`src/rtl/pill_multi_slot_scheduler.sv`:
```
// pill_multi_slot_scheduler
//   Holds N_SLOTS programmable BCD dose times, compares them with the running
//   BCD clock and serves matching slots one at a time through a reminder/alarm
//   FSM with timed escalation, queued matches and a saturating missed-dose count.
// Ports
//   clk, reset          system clock, synchronous active-high reset
//   time_now            current time, BCD {H1,H0,M1,M0}
//   cfg_we/slot/time/en slot programming strobe and payload
//   taken               pill-taken sensor (rising edge used)
//   its_time, alarm     reminder / escalated alarm indicators
//   buzzer              buzzer drive (toggling in REMIND, steady in ALARM)
//   active_slot         slot being served
//   wait_min            minute ticks since the served dose time
//   pending             queued slot matches
//   miss_count          saturating missed-dose counter
//   dose_ok, dose_miss  one-cycle outcome pulses
//   cfg_err             one-cycle pulse for a rejected config write
module pill_multi_slot_scheduler #(
  parameter int unsigned N_SLOTS   = 4,
  parameter int unsigned WARN_MIN  = 5,
  parameter int unsigned GRACE_MIN = 30,
  parameter int unsigned BEEP_DIV  = 25000000,
  parameter int unsigned MISS_W    = 4
) (
  input  logic                clk,
  input  logic                reset,
  input  logic [15:0]         time_now,
  input  logic                cfg_we,
  input  logic [2:0]          cfg_slot,
  input  logic [15:0]         cfg_time,
  input  logic                cfg_en,
  input  logic                taken,
  output logic                its_time,
  output logic                alarm,
  output logic                buzzer,
  output logic [2:0]          active_slot,
  output logic [5:0]          wait_min,
  output logic [N_SLOTS-1:0]  pending,
  output logic [MISS_W-1:0]   miss_count,
  output logic                dose_ok,
  output logic                dose_miss,
  output logic                cfg_err
);

  localparam int unsigned BEEP_W = (BEEP_DIV > 1) ? $clog2(BEEP_DIV) : 1;

  typedef enum logic [1:0] {
    IDLE   = 2'd0,
    REMIND = 2'd1,
    ALARM  = 2'd2,
    DONE   = 2'd3
  } state_t;

  state_t state, state_n;

  logic [15:0]        slot_time [N_SLOTS];
  logic [N_SLOTS-1:0] slot_en;

  logic [15:0]        time_prev;
  logic               min_tick;
  logic               taken_prev;
  logic [BEEP_W-1:0]  beep_cnt, beep_cnt_n;

  logic [2:0]         active_n;
  logic [5:0]         wait_n, wm_inc;
  logic [N_SLOTS-1:0] pending_n, pend_eff, match_vec, sel_mask, cfg_mask;
  logic [2:0]         sel;
  logic [MISS_W-1:0]  miss_n;
  logic               its_time_n, alarm_n, buzzer_n, dose_ok_n, dose_miss_n;
  logic               taken_rise_c, cfg_accept_c, bcd_ok_c, slot_ok_c, serving_c;

  // Config write validation: slot in range and a legal 00:00..23:59 BCD time.
  always_comb begin
    slot_ok_c = (4'(cfg_slot) < 4'(N_SLOTS));
    bcd_ok_c  = (cfg_time[15:12] <= 4'd2) && (cfg_time[11:8] <= 4'd9) &&
                (cfg_time[7:4]   <= 4'd5) && (cfg_time[3:0]  <= 4'd9) &&
                !((cfg_time[15:12] == 4'd2) && (cfg_time[11:8] > 4'd3));
    cfg_accept_c = cfg_we && slot_ok_c && bcd_ok_c;
  end

  // Slot storage; index compared per slot so cfg_slot never addresses past N_SLOTS.
  always_ff @(posedge clk) begin
    if (reset) begin
      for (int i = 0; i < int'(N_SLOTS); i++) begin
        slot_time[i] <= 16'h0000;
      end
      slot_en <= '0;
    end else if (cfg_accept_c) begin
      for (int i = 0; i < int'(N_SLOTS); i++) begin
        if (cfg_slot == 3'(i)) begin
          slot_time[i] <= cfg_time;
          slot_en[i]   <= cfg_en;
        end
      end
    end
  end

  // Slot matches, lowest-index selection and the written-slot mask.
  always_comb begin
    match_vec = '0;
    cfg_mask  = '0;
    for (int i = 0; i < int'(N_SLOTS); i++) begin
      match_vec[i] = min_tick && slot_en[i] && (slot_time[i] == time_now);
      cfg_mask[i]  = (cfg_slot == 3'(i));
    end
    pend_eff = pending | match_vec;
    sel      = 3'd0;
    sel_mask = '0;
    for (int i = int'(N_SLOTS) - 1; i >= 0; i--) begin
      if (pend_eff[i]) begin
        sel         = 3'(i);
        sel_mask    = '0;
        sel_mask[i] = 1'b1;
      end
    end
  end

  assign taken_rise_c = taken && !taken_prev;
  assign wm_inc       = wait_min + {5'd0, min_tick};
  assign serving_c    = (state == REMIND) || (state == ALARM);

  // Next-state and next-output logic.
  always_comb begin
    state_n     = state;
    pending_n   = pend_eff;
    active_n    = active_slot;
    wait_n      = wait_min;
    miss_n      = miss_count;
    dose_ok_n   = 1'b0;
    dose_miss_n = 1'b0;
    beep_cnt_n  = '0;
    buzzer_n    = 1'b0;

    case (state)
      IDLE: begin
        if (|pend_eff) begin
          state_n   = REMIND;
          active_n  = sel;
          wait_n    = 6'd0;
          pending_n = pend_eff & ~sel_mask;
        end
      end
      REMIND: begin
        wait_n = wm_inc;
        if (taken_rise_c) begin
          state_n   = DONE;
          dose_ok_n = 1'b1;
        end else if (wm_inc == 6'(WARN_MIN)) begin
          state_n = ALARM;
        end
      end
      ALARM: begin
        wait_n = wm_inc;
        if (taken_rise_c) begin
          state_n   = DONE;
          dose_ok_n = 1'b1;
        end else if (wm_inc == 6'(GRACE_MIN)) begin
          state_n     = DONE;
          dose_miss_n = 1'b1;
          miss_n      = (&miss_count) ? miss_count : miss_count + MISS_W'(1);
        end
      end
      DONE: begin
        state_n = IDLE;
      end
      default: begin
        state_n = IDLE;
      end
    endcase

    // Reprogramming the served slot drops any re-queued match for it.
    if (cfg_accept_c && serving_c && (cfg_slot == active_slot)) begin
      pending_n = pending_n & ~cfg_mask;
    end

    its_time_n = (state_n == REMIND) || (state_n == ALARM);
    alarm_n    = (state_n == ALARM);

    // Buzzer: restarts low on REMIND entry, toggles every BEEP_DIV cycles.
    if (state_n == ALARM) begin
      buzzer_n = 1'b1;
    end else if ((state_n == REMIND) && (state == REMIND)) begin
      if (beep_cnt == BEEP_W'(BEEP_DIV - 1)) begin
        beep_cnt_n = '0;
        buzzer_n   = !buzzer;
      end else begin
        beep_cnt_n = beep_cnt + BEEP_W'(1);
        buzzer_n   = buzzer;
      end
    end
  end

  // State and registered outputs.
  always_ff @(posedge clk) begin
    if (reset) begin
      state       <= IDLE;
      time_prev   <= time_now;
      min_tick    <= 1'b0;
      taken_prev  <= 1'b0;
      beep_cnt    <= '0;
      pending     <= '0;
      active_slot <= 3'd0;
      wait_min    <= 6'd0;
      miss_count  <= '0;
      its_time    <= 1'b0;
      alarm       <= 1'b0;
      buzzer      <= 1'b0;
      dose_ok     <= 1'b0;
      dose_miss   <= 1'b0;
      cfg_err     <= 1'b0;
    end else begin
      state       <= state_n;
      time_prev   <= time_now;
      min_tick    <= (time_now != time_prev);
      taken_prev  <= taken;
      beep_cnt    <= beep_cnt_n;
      pending     <= pending_n;
      active_slot <= active_n;
      wait_min    <= wait_n;
      miss_count  <= miss_n;
      its_time    <= its_time_n;
      alarm       <= alarm_n;
      buzzer      <= buzzer_n;
      dose_ok     <= dose_ok_n;
      dose_miss   <= dose_miss_n;
      cfg_err     <= cfg_we && !cfg_accept_c;
    end
  end

endmodule

```
`config.mk`:
```
export PLATFORM = sky130hd
export DESIGN_NAME = pill_multi_slot_scheduler
export DESIGN_NICKNAME = d
export VERILOG_FILES = /design/src/rtl/pill_multi_slot_scheduler.sv
export SDC_FILE = /design/constraint.sdc
export NUM_CORES = 1
export LEC_CHECK = 0
export CORE_AREA = 5 5 109 111
export DETAILED_ROUTE_END_ITERATION = 12
export DIE_AREA = 0 0 114 116
export PLACE_DENSITY = 0.9
export SLEW_MARGIN = 30
export SYNTH_ARGS = -nofsm -noshare
export SYNTH_HDL_FRONTEND = slang
export SYNTH_SLANG_ARGS = --single-unit
```
`constraint.sdc`:
```
create_clock -name clk -period 8.6 [get_ports clk]
set_clock_uncertainty 0.1 [all_clocks]
set_input_delay 1.72 -clock clk [delete_from_list [all_inputs] [get_ports clk]]
set_output_delay 1.72 -clock clk [all_outputs]
set_load 0.05 [all_outputs]
```
==> flow_summary.toml <==
[status]
status = "completed"

[yosys]
synthArstFlopShare_pct = 0
netlist.area_leader.share_pct = 30.3
synth_common_cells = "xnor2_1 (92), dfxtp_1 (71), edfxtp_1 (64), nor2_1 (55), and2_1 (52)"
yosysSeqAreaShare_pct = 52.7
syn_inst = 557
yosysWarnings = 0
ys_types = 58
ys_seq_elements = 135
synth_top_area_cell = "edfxtp_1"
netlist_area_um2 = 6350
syn_avg_cell_area_um2 = 11.4
synth_most_common_cell = "xnor2_1"
synth.area.top_cells = "edfxtp_1 (30%), dfxtp_1 (22%), xnor2_1 (13%), and2_1 (5.1%), nor2_1 (3.3%)"
synth_edf_count = 64
ys.flop_type = "dfxtp_1"

[routing]
via_count = 4275
wl_um = 14200
drt_first_pass_iters = 5
vias_per_cell = 5.51
routedWlPerCell_um = 18.3
drt_iter0_markers = 281
drtAntennaViolNets = 0
drc = 0

[critical_path]
max_stage_delay_ns = 0.76
cp_max_fo = 25
cp.arrival_ns = 5.10
critical_path_class = "in -> reg"
cpMaxStageDelayCell = "clkdlybuf4s50_1"
end_kind = "flip-flop"
start_kind = "primary input"
cp_cell_sequence = "clkdlybuf4s50_1 > xnor2_1 > nand4_1 > nor4_2 > a41oi_4 > nand4_4 > o21a_1 > or2_1 > ha_1 > nand3b_1 > or3_1 > nor2_1"
worstRegToRegCells = 13
reg2reg_slack_ns = 5.10
worstPathRequired_ns = 8.95
r2r-end = "beep_cnt[6]$_SDFF_PP0_"
critPathLaunch = "time_now[10]"
worstReg2RegStart = "min_tick$_SDFF_PP0_"
cp-endpoint = "beep_cnt[6]$_SDFF_PP0_"

[global_routing]
grt_max_degree = 26
grtUsageTotal_pct = 22.6
gr-total-overflow = 0
grt_pass1_vias = 4506
grt_pass1_wl_um = 22600
antenna_found_initial = 0

[final_layout]
drive_gt1_share_pct = 8.02
final_area_um2 = 7590
multi_input_area_um2 = 2780
diodes = 0
fillers = 744
nets = 674
regArea_um2 = 3340
area_growth_pct = 19.7

[floorplan]
core_um2 = 10700
ios = 63
die_h_um = 116
initial_utilization_pct = 59.3
die-area_um2 = 13200
placementRows = 38
dieWidth_um = 114

[cts]
cts_hold_buf = 0
cts-root-buf = "clkbuf_8"
cts-buffers-inserted = 17
cts_resized = 0
clockBufferDepth = 2
cts_tree = "done"
htree_levels = 4
post_cts_buffers = 0
clock-sinks = 135
clkLatencyLatePin_ns = 0.54
cts.clk_slew.worst_paths_ns = 0.06

[timing]
fin_setup_tns_ns = 0
fin_crit_sh_pct = 55.3
maxSlewHeadroom_pct = 41.2
max_slew.worst_pin.slew_ns = 0.878
fmax_mhz = 210
finalHoldViolations = 0
setup_viol = 0
worst_slack_ns = 3.84
hold_ws_ns = 0.370
slew_violations = 0
rsz0062_at_grt = "no"
min_period_ns = 4.76

[placed_design]
place_ws_ns = 3.42
postPlaceCellArea_um2 = 6980
io_buffers = 61
gp_congestion = 0.927
dp_hpwl_um = 9810

[worst_hold_path]
hp-class = "reg -> reg"

[power_and_ir_drop]
ir_worst_vdd_mv = 0.132
p_leak_nw = 2.58
powerDensity_nw_per_um2 = 202

[flow_run]
maxCapViolCount = 0
==> flip-flops by register name (all words and copies together) (netlist names), 2 cells and up <==
signal and flops:
miss_count 4, active_slot 2, slot_time 64, wait_min 6, beep_cnt 25, time_prev 16
state 2, pending 4, slot_en 4
==> placed cells by master, fill, tap and decap left out, types with 4 or more instances in the layout <==
cell	count
a21oi_1	5
and2_1	52
and3_1	4
clkbuf_16	21
clkdlybuf4s50_1	61
conb_1	13
dfxtp_1	71
edfxtp_1	64
ha_1	11
inv_1	15
mux2i_1	5
nand2_1	13
nand2b_1	7
nand3_1	20
nand4_1	22
nand4b_1	5
nor2_1	55
nor3_1	5
o21ai_0	6
o32ai_1	5
or3_1	5
xnor2_1	92
xor2_1	19
==> cell type report <==
class	count	area share (%)
sequential	135	44.0
clock buffer	25	7.51
tap	140	2.31
multi-input combinational	391	36.5
clock inverter	7	0.643
timing repair buffer	63	8.24
inverter	15	0.741
==> worst min path at each step <==
stage | from | endpoint | slack, ns | cells past startpoint
2_1_floorplan | beep_cnt[0]$_SDFF_PP0_ | beep_cnt[0]$_SDFF_PP0_ | 0.33 | 1
3_3_place_gp | beep_cnt[0]$_SDFF_PP0_ | beep_cnt[0]$_SDFF_PP0_ | 0.34 | 1
3_5_place_dp | beep_cnt[0]$_SDFF_PP0_ | beep_cnt[0]$_SDFF_PP0_ | 0.36 | 1
4_1_cts | beep_cnt[0]$_SDFF_PP0_ | beep_cnt[0]$_SDFF_PP0_ | 0.37 | 1
5_1_grt | beep_cnt[0]$_SDFF_PP0_ | beep_cnt[0]$_SDFF_PP0_ | 0.41 | 1
6_report | beep_cnt[0]$_SDFF_PP0_ | beep_cnt[0]$_SDFF_PP0_ | 0.37 | 1
==> metal layers <==
metal | vias to the layer above | part of all wire (%) | global-route usage, %
met5 | - | 0 | 0
met4 | 0 | 1.5 | 6.41
met3 | 16 | 7.1 | 7.15
met2 | 170 | 50 | 39.5
met1 | 2053 | 41 | 26.9
li1 | 2036 | - | -
==> metrics by stage <==
| stage | total power, W | utilization [%] | std cells |
|---|---|---|---|
| 4_1_cts | 0.00154 | 71.0 | 776 |
| 3_3_place_gp | 0.000813 | 65.2 | 744 |
| 3_5_place_dp | 0.000816 | 65.2 | 744 |
| 2_1_floorplan | 0.000782 | - | 569 |
| 6_report | 0.00153 | 71.0 | 776 |
| 5_1_grt | 0.00158 | 71.0 | 776 |
==> cells by family (layout without fill, tap and decap cells) <==
kind of cell / Yosys count / in the layout / synth area share (%)
multiplexers: 6 / 6 / 1.03
AO/OA/AOI/OAI: 37 / 37 / 5.38
flip-flops: 135 / 135 / 52.7
adder cells (fa/ha/maj): 11 / 11 / 2.17
buffers and inverters: 43 / 110 / 4.30
other: 1 / 13 / 0.0591
XOR/XNOR: 111 / 111 / 15.3
AND/OR/NAND/NOR: 213 / 213 / 19.1
==> power breakdown <==
group	leakage, nW	internal, W	total, W	switching (W)
logic	1.09	0.0000460	0.0000979	0.0000518
registers	1.19	0.000695	0.000706	0.0000110
clock network	0.306	0.000457	0.000729	0.000272
total	2.58	0.00120	0.00153	0.000335
==> worst max-delay path: cells and delay by family <==
| family | cells | cell delay [ns] |
|---|---|---|
| buffers and inverters | 1 | 0.76 |
| xor gates and xnor gates | 1 | 0.19 |
| AOI/OAI and AO/OA | 2 | 0.39 |
| adders and majority gates | 1 | 0.13 |
| and+or+nand+nor | 7 | 1.91 |
Note: power is estimated with default switching activity, not from simulation.
